==> config.mk <==
export PLATFORM = sky130hd
export DESIGN_NAME = bubble_shot_resolver
export DESIGN_NICKNAME = d
export VERILOG_FILES = /design/src/rtl/bubble_shot_resolver.sv
export SDC_FILE = /design/constraint.sdc
export NUM_CORES = 1
export LEC_CHECK = 0
export CAP_MARGIN = 0
export CORE_MARGIN = 2
export CORE_UTILIZATION = 50
export DETAILED_ROUTE_END_ITERATION = 16
export PLACE_DENSITY = 0.76
export REMOVE_ABC_BUFFERS = 1
export SYNTH_ARGS = -nofsm -noshare
export SYNTH_HDL_FRONTEND = slang
export SYNTH_SLANG_ARGS = --single-unit
==> constraint.sdc <==
create_clock -name clk -period 10.7 [get_ports clk]
set_input_delay 3.21 -clock clk [delete_from_list [all_inputs] [get_ports clk]]
set_output_delay 3.21 -clock clk [all_outputs]
set_load 0.02 [all_outputs]
==> src/rtl/bubble_shot_resolver.sv <==
// bubble_shot_resolver: resolves one shot against a snapshot of the 8x4 bubble
// grid. Scans the fired column bottom-up for the first occupied cell, and on a
// colour match grows the same-colour horizontal run around it one step per
// cycle. Reports the popped run as a one-cycle registered result and keeps a
// saturating score of count^2 per pop.
//
// Handshake: a shot transfers on any rising edge where shot_valid && shot_ready.
// shot_ready is high only while idle with en=1, so the shot inputs need to be
// stable only in that cycle. Every accepted shot yields exactly one res_valid
// pulse. res_* hold their values afterwards until the next result or reset.
module bubble_shot_resolver #(
  parameter logic [4:0] DARK    = 5'd31,
  parameter int         SCORE_W = 16
) (
  input  logic               clk,
  input  logic               rst,
  input  logic               en,
  input  logic [39:0]        row1,
  input  logic [39:0]        row2,
  input  logic [39:0]        row3,
  input  logic [39:0]        row4,
  input  logic               shot_valid,
  input  logic [2:0]         shot_col,
  input  logic [4:0]         shot_color,
  output logic               shot_ready,
  output logic               res_valid,
  output logic [1:0]         res_kind,
  output logic [1:0]         res_row,
  output logic [7:0]         res_mask,
  output logic [3:0]         res_count,
  output logic [SCORE_W-1:0] score,
  output logic [1:0]         dbg_state
);

  typedef enum logic [1:0] {
    S_IDLE   = 2'd0,
    S_SCAN   = 2'd1,
    S_EXPAND = 2'd2,
    S_RESULT = 2'd3
  } state_t;

  localparam logic [1:0] KIND_MISS     = 2'd0;
  localparam logic [1:0] KIND_MISMATCH = 2'd1;
  localparam logic [1:0] KIND_POP      = 2'd2;

  // snap index 0 is row1 (top), index 3 is row4 (bottom)
  state_t             state_q, state_d;
  logic [3:0][39:0]   snap_q, snap_d;
  logic [2:0]         col_q, col_d;
  logic [4:0]         color_q, color_d;
  logic [1:0]         row_q, row_d;
  logic [2:0]         left_q, left_d;
  logic [2:0]         right_q, right_d;
  logic               stop_l_q, stop_l_d;
  logic               stop_r_q, stop_r_d;
  logic               res_valid_q, res_valid_d;
  logic [1:0]         res_kind_q, res_kind_d;
  logic [1:0]         res_row_q, res_row_d;
  logic [7:0]         res_mask_q, res_mask_d;
  logic [3:0]         res_count_q, res_count_d;
  logic [SCORE_W-1:0] score_q, score_d;

  // Result staging, committed to res_* when load_res is set
  logic               load_res;
  logic [1:0]         ld_kind;
  logic [1:0]         ld_row;
  logic [7:0]         ld_mask;
  logic [3:0]         ld_cnt;
  logic [7:0]         ld_sq;
  logic [SCORE_W:0]   score_sum;

  logic [39:0]        hit_row;
  logic [4:0]         cur_cell;
  logic [4:0]         l_cell;
  logic [4:0]         r_cell;
  logic               color_ok;
  logic               can_l;
  logic               can_r;

  function automatic logic [4:0] cell_at(input logic [39:0] r, input logic [2:0] c);
    cell_at = r[5*c +: 5];
  endfunction

  // Only the three real bubble colours can ever match; DARK never does.
  always_comb begin
    color_ok = (color_q >= 5'd16) && (color_q <= 5'd18) && (color_q != DARK);
    hit_row  = snap_q[row_q];
    cur_cell = cell_at(hit_row, col_q);
    l_cell   = cell_at(hit_row, left_q - 3'd1);
    r_cell   = cell_at(hit_row, right_q + 3'd1);
    can_l    = !stop_l_q && (left_q != 3'd0) && color_ok && (l_cell == color_q);
    can_r    = !stop_r_q && (right_q != 3'd7) && color_ok && (r_cell == color_q);
  end

  // Next-state, pointer and result computation
  always_comb begin
    state_d     = state_q;
    snap_d      = snap_q;
    col_d       = col_q;
    color_d     = color_q;
    row_d       = row_q;
    left_d      = left_q;
    right_d     = right_q;
    stop_l_d    = stop_l_q;
    stop_r_d    = stop_r_q;
    res_valid_d = 1'b0;
    res_kind_d  = res_kind_q;
    res_row_d   = res_row_q;
    res_mask_d  = res_mask_q;
    res_count_d = res_count_q;
    score_d     = score_q;
    load_res    = 1'b0;
    ld_kind     = KIND_MISS;
    ld_row      = 2'd0;
    ld_mask     = 8'd0;
    ld_cnt      = 4'd0;

    case (state_q)
      S_IDLE: begin
        if (shot_valid && shot_ready) begin
          snap_d  = {row4, row3, row2, row1};
          col_d   = shot_col;
          color_d = shot_color;
          row_d   = 2'd3;
          state_d = S_SCAN;
        end
      end
      S_SCAN: begin
        if (cur_cell == DARK) begin
          if (row_q == 2'd0) begin
            load_res = 1'b1;
            ld_kind  = KIND_MISS;
            ld_row   = 2'd0;
            state_d  = S_RESULT;
          end else begin
            row_d = row_q - 2'd1;
          end
        end else if (color_ok && (cur_cell == color_q)) begin
          left_d   = col_q;
          right_d  = col_q;
          stop_l_d = 1'b0;
          stop_r_d = 1'b0;
          state_d  = S_EXPAND;
        end else begin
          load_res = 1'b1;
          ld_kind  = KIND_MISMATCH;
          ld_row   = row_q;
          state_d  = S_RESULT;
        end
      end
      S_EXPAND: begin
        left_d   = can_l ? (left_q - 3'd1) : left_q;
        right_d  = can_r ? (right_q + 3'd1) : right_q;
        stop_l_d = stop_l_q | !can_l;
        stop_r_d = stop_r_q | !can_r;
        if (stop_l_d && stop_r_d) begin
          load_res = 1'b1;
          ld_kind  = KIND_POP;
          ld_row   = row_q;
          for (int i = 0; i < 8; i++) begin
            ld_mask[i] = (3'(i) >= left_d) && (3'(i) <= right_d);
          end
          ld_cnt  = {1'b0, right_d} - {1'b0, left_d} + 4'd1;
          state_d = S_RESULT;
        end
      end
      S_RESULT: begin
        state_d = S_IDLE;
      end
      default: begin
        state_d = S_IDLE;
      end
    endcase

    // Score update lands together with res_valid; saturates instead of wrapping
    ld_sq     = {4'd0, ld_cnt} * {4'd0, ld_cnt};
    score_sum = {1'b0, score_q} + {{(SCORE_W-7){1'b0}}, ld_sq};
    if (load_res) begin
      res_valid_d = 1'b1;
      res_kind_d  = ld_kind;
      res_row_d   = ld_row;
      res_mask_d  = ld_mask;
      res_count_d = ld_cnt;
      score_d     = score_sum[SCORE_W] ? {SCORE_W{1'b1}} : score_sum[SCORE_W-1:0];
    end
  end

  // State register: synchronous active-low reset, everything holds while en=0
  always_ff @(posedge clk) begin
    if (!rst) begin
      state_q     <= S_IDLE;
      snap_q      <= '0;
      col_q       <= 3'd0;
      color_q     <= 5'd0;
      row_q       <= 2'd0;
      left_q      <= 3'd0;
      right_q     <= 3'd0;
      stop_l_q    <= 1'b0;
      stop_r_q    <= 1'b0;
      res_valid_q <= 1'b0;
      res_kind_q  <= 2'd0;
      res_row_q   <= 2'd0;
      res_mask_q  <= 8'd0;
      res_count_q <= 4'd0;
      score_q     <= '0;
    end else if (en) begin
      state_q     <= state_d;
      snap_q      <= snap_d;
      col_q       <= col_d;
      color_q     <= color_d;
      row_q       <= row_d;
      left_q      <= left_d;
      right_q     <= right_d;
      stop_l_q    <= stop_l_d;
      stop_r_q    <= stop_r_d;
      res_valid_q <= res_valid_d;
      res_kind_q  <= res_kind_d;
      res_row_q   <= res_row_d;
      res_mask_q  <= res_mask_d;
      res_count_q <= res_count_d;
      score_q     <= score_d;
    end
  end

  // Output mapping
  always_comb begin
    shot_ready = (state_q == S_IDLE) && en;
    res_valid  = res_valid_q;
    res_kind   = res_kind_q;
    res_row    = res_row_q;
    res_mask   = res_mask_q;
    res_count  = res_count_q;
    score      = score_q;
    dbg_state  = state_q;
  end

endmodule

# Word-level counts from Yosys, hierarchy flattened
# Index checks and enable logic that the tools add are counted.
[classes]
multipliers = 4
muxes = 41
bitwise = 2
shift = 3
add_sub_neg = 6
eq_ne = 16
order_cmp = 19
reduce_logical = 34
[op_table]
columns = ["operator", "n"]
rows = [
  ["$shiftx 40x7->5", 3],
  ["$bmux 40 s2", 1],
  ["$mux 40", 1],
  ["$mux 2", 11],
  ["$logic_and 1x1->1", 20],
  ["$mul 3x3->6 const A", 3],
  ["$add 16x8->17", 1],
  ["$mux 16", 1],
  ["$mux 8", 2],
  ["$eq 5x5->1", 3],
  ["$ge 3x3->1 const A", 4],
  ["$le 3x3->1 const A", 4],
  ["$mux 3", 4],
  ["$ne 2x2->1 const B", 6],
  ["$pmux 2 s2", 3],
  ["$pmux 3 s2", 2],
  ["$mux 1", 10],
  ["$mul 4x4->8", 1],
  ["$mux 4", 2],
  ["$pmux 2 s4", 1],
  ["$reduce_and 4->1", 2],
  ["$ge 1x3->1 const A", 2],
  ["$ge 2x3->1 const A", 2],
  ["$le 1x3->1 const A", 2],
  ["23 further kinds", 34],
]
[totals]
input_bits = 172
out_inout_bits = 36
register_bits = 213
wordCells = 143

# Logic depth before layout (Yosys ltp)
[depth]
depth_word = 13
mapped_depth = 31
depth_no_buf = 28

# Least setup slack after synthesis
# No wires, ideal clock.
[synth_timing]
kind = "register -> register"
start = "register right_q[1]"
end = "register score_q[6], in the netlist score[6]"
setup_ns = 0.116
arrival_time_ns = 7.258
path_slack_ns = 3.326
n_path_buf = 1
stages_incl_launch_ff = 29
cell_sequence = "dfxtp_1 ha_1 ha_1 clkbuf_1 mux4_2 mux2_2 and3_1 nor4_1 o22ai_1 a2111oi_4 mux2_2 inv_1 ha_1 inv_1 ha_1 fa_1 nand4_1 fa_1 inv_1 ha_1 a31oi_1 o21bai_1 a21oi_1 o21bai_1 a21o_1 a21oi_1 nor2_1 or4_1 o211a_1"
[synth_via]
elab_chain_cells = 13
[synth_rtl]
columns = ["element", "line", "text"]
rows = [
  ["start, declared", "53", "logic [2:0] right_q, right_d;"],
  ["start signal, assigned", "213", "right_q <= right_d;"],
  ["$add 3x1->3", "90, 153", ""],
  ["$mul 3x3->6", "81", "cell_at = r[5*c +: 5];"],
  ["$shiftx 40x7->5", "81", ""],
  ["$eq 5x5->1", "92", "can_r = !stop_r_q && (right_q != 3'd7) && color_ok && (r_cell == color_q);"],
  ["$logic_and 1x1->1", "92", ""],
  ["$mux 3 / $logic_not 1->1 (equally long branches)", "153, 155", ""],
  ["$sub 3x3->4 / $or 1x1->1 (equally long branches)", "163, 155", ""],
  ["$add 4x1->4 / $logic_and 1x1->1 (equally long branches)", "163, 156", ""],
  ["$mux 4", "156", "if (stop_l_d && stop_r_d) begin"],
  ["$mux 4", "118", "case (state_q)"],
  ["$mul 4x4->8", "176", "ld_sq = {4'd0, ld_cnt} * {4'd0, ld_cnt};"],
  ["$add 16x8->17", "177", "score_sum = {1'b0, score_q} + {{(SCORE_W-7){1'b0}}, ld_sq};"],
  ["$mux 16", "184", "score_d = score_sum[SCORE_W] ? {SCORE_W{1'b1}} : score_sum[SCORE_W-1:0];"],
  ["end signal, assigned", "221", "score_q <= score_d;"],
  ["end, declared", "61", "logic [SCORE_W-1:0] score_q, score_d;"],
]
# Parallel ways exist; a longest one is shown, timed or not.
# A chain may end at the register's enable or synchronous reset.

# Worst setup path after layout
[layout_timing]
start = "register left_q[0]"
end = "register score_q[7], in the netlist score[7]"
[layout_via]
elab_chain_cells = 13
[layout_rtl]
columns = ["element", "line", "text"]
rows = [
  ["start, declared", "52", "logic [2:0] left_q, left_d;"],
  ["start signal, assigned", "212", "left_q <= left_d;"],
  ["$sub 3x1->3", "89, 152", ""],
  ["$mul 3x3->6", "81", ""],
  ["$shiftx 40x7->5", "81", ""],
  ["$eq 5x5->1", "91", "can_l = !stop_l_q && (left_q != 3'd0) && color_ok && (l_cell == color_q);"],
  ["$logic_and 1x1->1", "91", ""],
  ["$mux 3 / $logic_not 1->1 (equally long branches)", "152, 154", ""],
  ["$sub 3x3->4 / $or 1x1->1 (equally long branches)", "163, 154", ""],
  ["$add 4x1->4 / $logic_and 1x1->1 (equally long branches)", "163, 156", ""],
  ["$mux 4", "156", ""],
  ["$mux 4", "118", ""],
  ["$mul 4x4->8", "176", ""],
  ["$add 16x8->17", "177", ""],
  ["$mux 16", "184", ""],
]
# Parallel ways exist; a longest one is shown, timed or not.

==> results.txt <==
Clock Tree Root: clkbuf_16
Gr usage total: 0.266
Leak: 5.13 nW
Post-CTS resize count: 0
Die height: 158 µm
CP required: 11120 ps
Crit path time final: 8910 ps
Area growth from synthesis to layout: 24.4%
Die width: 158 µm
First-pass GRT wire length: 53.3 mm
Post-synthesis sequential area ratio: 0.358
CTS H-tree lvls: 1
Routed vias/inst: 5.85
Most frequent cell after synthesis: nand2_1
Status: finished, final reports clean
CP Max Fanout: 21
Largest net degree at the start of global routing: 104
Sink Count: 213
PD cells: 142 nW/µm²
Port bufs: 207
Ratio of cells with drive above 1 in the final layout: 0.0965
Core area: 23400 µm²
Post-CTS Hold Fix Bufs: 0
Post-Synthesis Cell Area: 11900 µm²
Post-synth top cells: nand2_1 (394), dfxtp_1 (213), a21oi_1 (198), clkbuf_1 (79), mux4_2 (62)
Max Cap Violations: 0
Reg-to-reg slack, setup: 1790 ps
Cell row count: 56
YS warnings: 0
Setup CP Type: reg -> reg
Final Hold Fails: 0
Synth Flop Type: dfxtp_1
Top Ports: 208
Worst path arrival time: 9330 ps
Reg2Reg Launch Point: left_q[0]
Antenna Cells: 0
Clk slew on worst S/H paths: 60 ps
Setup violations, final: 0
Dpl hpwl: 23.8 mm
Setup TNS: 0 ps
Post-route setup slack: 1790 ps
Period utilization: 0.833
Worst r2r path cells: 25
CTS tree: done
Die area: 25000 µm²
Synth area leader: dfxtp_1
CTS buffer count: 24
Setup Fix Bufs, Post-CTS: 0
Hold Path Stages: 2
Gate power share: 0.190
Hold_sp: snap_q[132]
Syn_area_per_cell: 8.47 µm²
Critical path launch point type: flop
Initial antenna violation count: 0
Final ANT Viol Nets: 0
GRT overflow: 0
Hold Crit Class: reg -> reg
Design area: 14800 µm²
Pins Over Slew Limit: 0
Clock power share: 0.396
Starting Density: 0.508
Fill cells: 2051
Initial DRC Count: 937
Synth top area cells: dfxtp_1 (36%), nand2_1 (12%), mux4_2 (12%)
Sw Ratio: 0.276
RSZ-0062 raised after global routing: false
Total wire length: 33.6 mm
Max_slew headroom: 0.251
PnR Total Power: 2.09 mW
DRC errors left: 0
Slew @ Worst Pin: 1120 ps
Flop pwr share: 0.415
Yosys cell types: 72
Post-Syn Instances: 1405
Number of synthesized register bits: 213
Peak VDD IR: 0.117 mV
Async set or reset register ratio after synthesis: 0
Pint: 1.52 mW
Synth top area share: 0.358
R2r endpoint: score[7]
Wire length per cell: 18.0 µm
Number of global-route vias before repair: 10300
Number of flops mapped to enable cells by yosys: 0
Post-DP Area: 14000 µm²
Clk_lat worst skew: 530 ps
Final GP Congestion: 0.941
Net Sw Power: 0.578 mW
Hold Path Sink: snap_q[132]
CTS max path bufs: 3
Fin nets: 1743
Fin Clk Skew: 12.1 ps
F_max: 112 MHz
Vias: 11000
CP Capture Type: flop
Worst slack at placement: 1930 ps
Drt first pass iters: 6
-- critical path: stages, from the launching register on --
cell and delay, ps:
dfxtp_1 840, inv_2 310, ha_1 340, xnor2_1 740, mux4_2 430, a22oi_1 220
a41oi_1 190, xor2_1 250, or4_4 620, nor3b_1 280, nor2_1 100, ha_1 330
fa_1 660, nand4_1 150, fa_1 550, inv_1 50, ha_1 330, a31oi_1 270
o21bai_1 100, a21oi_1 240, o21bai_1 90, a21o_1 210, a21oi_1 530, nor2_1 310
or4_1 530, o211a_1 130
-- power by group through the flow --
| stage | sequential (mW) | combinational [mW] | clock [mW] |
|---|---|---|---|
| 2_1_floorplan | 0.893 | 0.239 | 0 |
| 3_3_place_gp | 0.883 | 0.388 | 0 |
| 3_5_place_dp | 0.885 | 0.392 | 0 |
| 4_1_cts | 0.868 | 0.395 | 0.839 |
| 5_1_grt | 0.873 | 0.433 | 0.870 |
| 6_report | 0.869 | 0.397 | 0.829 |
-- routing by layer --
layer	vias up	global-route usage	routed length, µm
met5	-	0	0
met4	0	0.0644	805
met3	61	0.0446	2420
met2	446	0.456	16300
met1	5190	0.352	14200
li1	5270	-	-
-- state kept, by name (all words and copies together), names as in the netlist, 3 cells and up --
name / cells
col_q: 3
color_q: 5
left_q: 3
res_count: 4
res_mask: 8
right_q: 3
score: 16
snap_q: 160
-- cell type report --
cell class / count / area (µm²) / share of cell area
sequential: 213 / 4270 / 0.289
clock buffer: 32 / 661 / 0.0447
timing repair buffer: 218 / 2150 / 0.146
multi-input combinational: 1055 / 7070 / 0.478
clock inverter: 6 / 119 / 0.00803
inverter: 31 / 121 / 0.00820
tap: 319 / 399 / 0.0270
-- how the worst max path moves through the flow --
stage	from	to	cells after the start
final	left_q[0]	score[7]	25
after global routing	left_q[0]	score[7]	25
after CTS	left_q[0]	score[7]	25
after detailed placement	left_q[0]	score[7]	26
after global placement	right_q[0]	score[7]	28
after floorplan	row_q[0]	score[8]	23
-- cell families after synthesis --
| group | synth area share |
|---|---|
| simple gates | 0.199 |
| compound gates | 0.168 |
| mux | 0.183 |
| fa+ha+maj | 0.0320 |
| xor+xnor | 0.0110 |
| flops | 0.358 |
| buf+inv | 0.0483 |
-- cell usage in the layout, fill, tap and decap left out, types with 5 or more instances in the layout --
master | synthesis | layout
a211oi_1 | 9 | 9
a21o_1 | 5 | 5
a21oi_1 | 198 | 198
a22oi_1 | 12 | 12
a31o_2 | 5 | 5
a31oi_1 | 5 | 5
and3_1 | 6 | 5
buf_4 | 4 | 11
clkbuf_1 | 79 | 5
clkbuf_16 | 0 | 24
clkdlybuf4s50_1 | 0 | 207
dfxtp_1 | 213 | 211
ha_1 | 24 | 24
inv_1 | 28 | 27
mux2_2 | 20 | 20
mux2i_1 | 56 | 56
mux4_2 | 62 | 62
nand2_1 | 394 | 393
nand2b_1 | 8 | 8
nand3_1 | 31 | 31
nand4_1 | 10 | 10
nor2_1 | 28 | 28
nor2b_1 | 14 | 14
nor3_1 | 15 | 15
nor4_1 | 11 | 11
o211a_1 | 5 | 5
o21ai_0 | 26 | 26
o22ai_1 | 13 | 13
o31ai_1 | 5 | 5
or4_1 | 7 | 7
xnor2_1 | 10 | 10
xor2_1 | 5 | 5
-- stage by stage --
step	hold slack (ps)	utilization	std cells
floorplan	433	-	1299
global placement	439	0.599	1836
detailed placement	445	0.599	1836
CTS	455	0.632	1874
global route	465	0.632	1874
finish	453	0.632	1874
No activity file was read; power rests on OpenSTA's default activity.
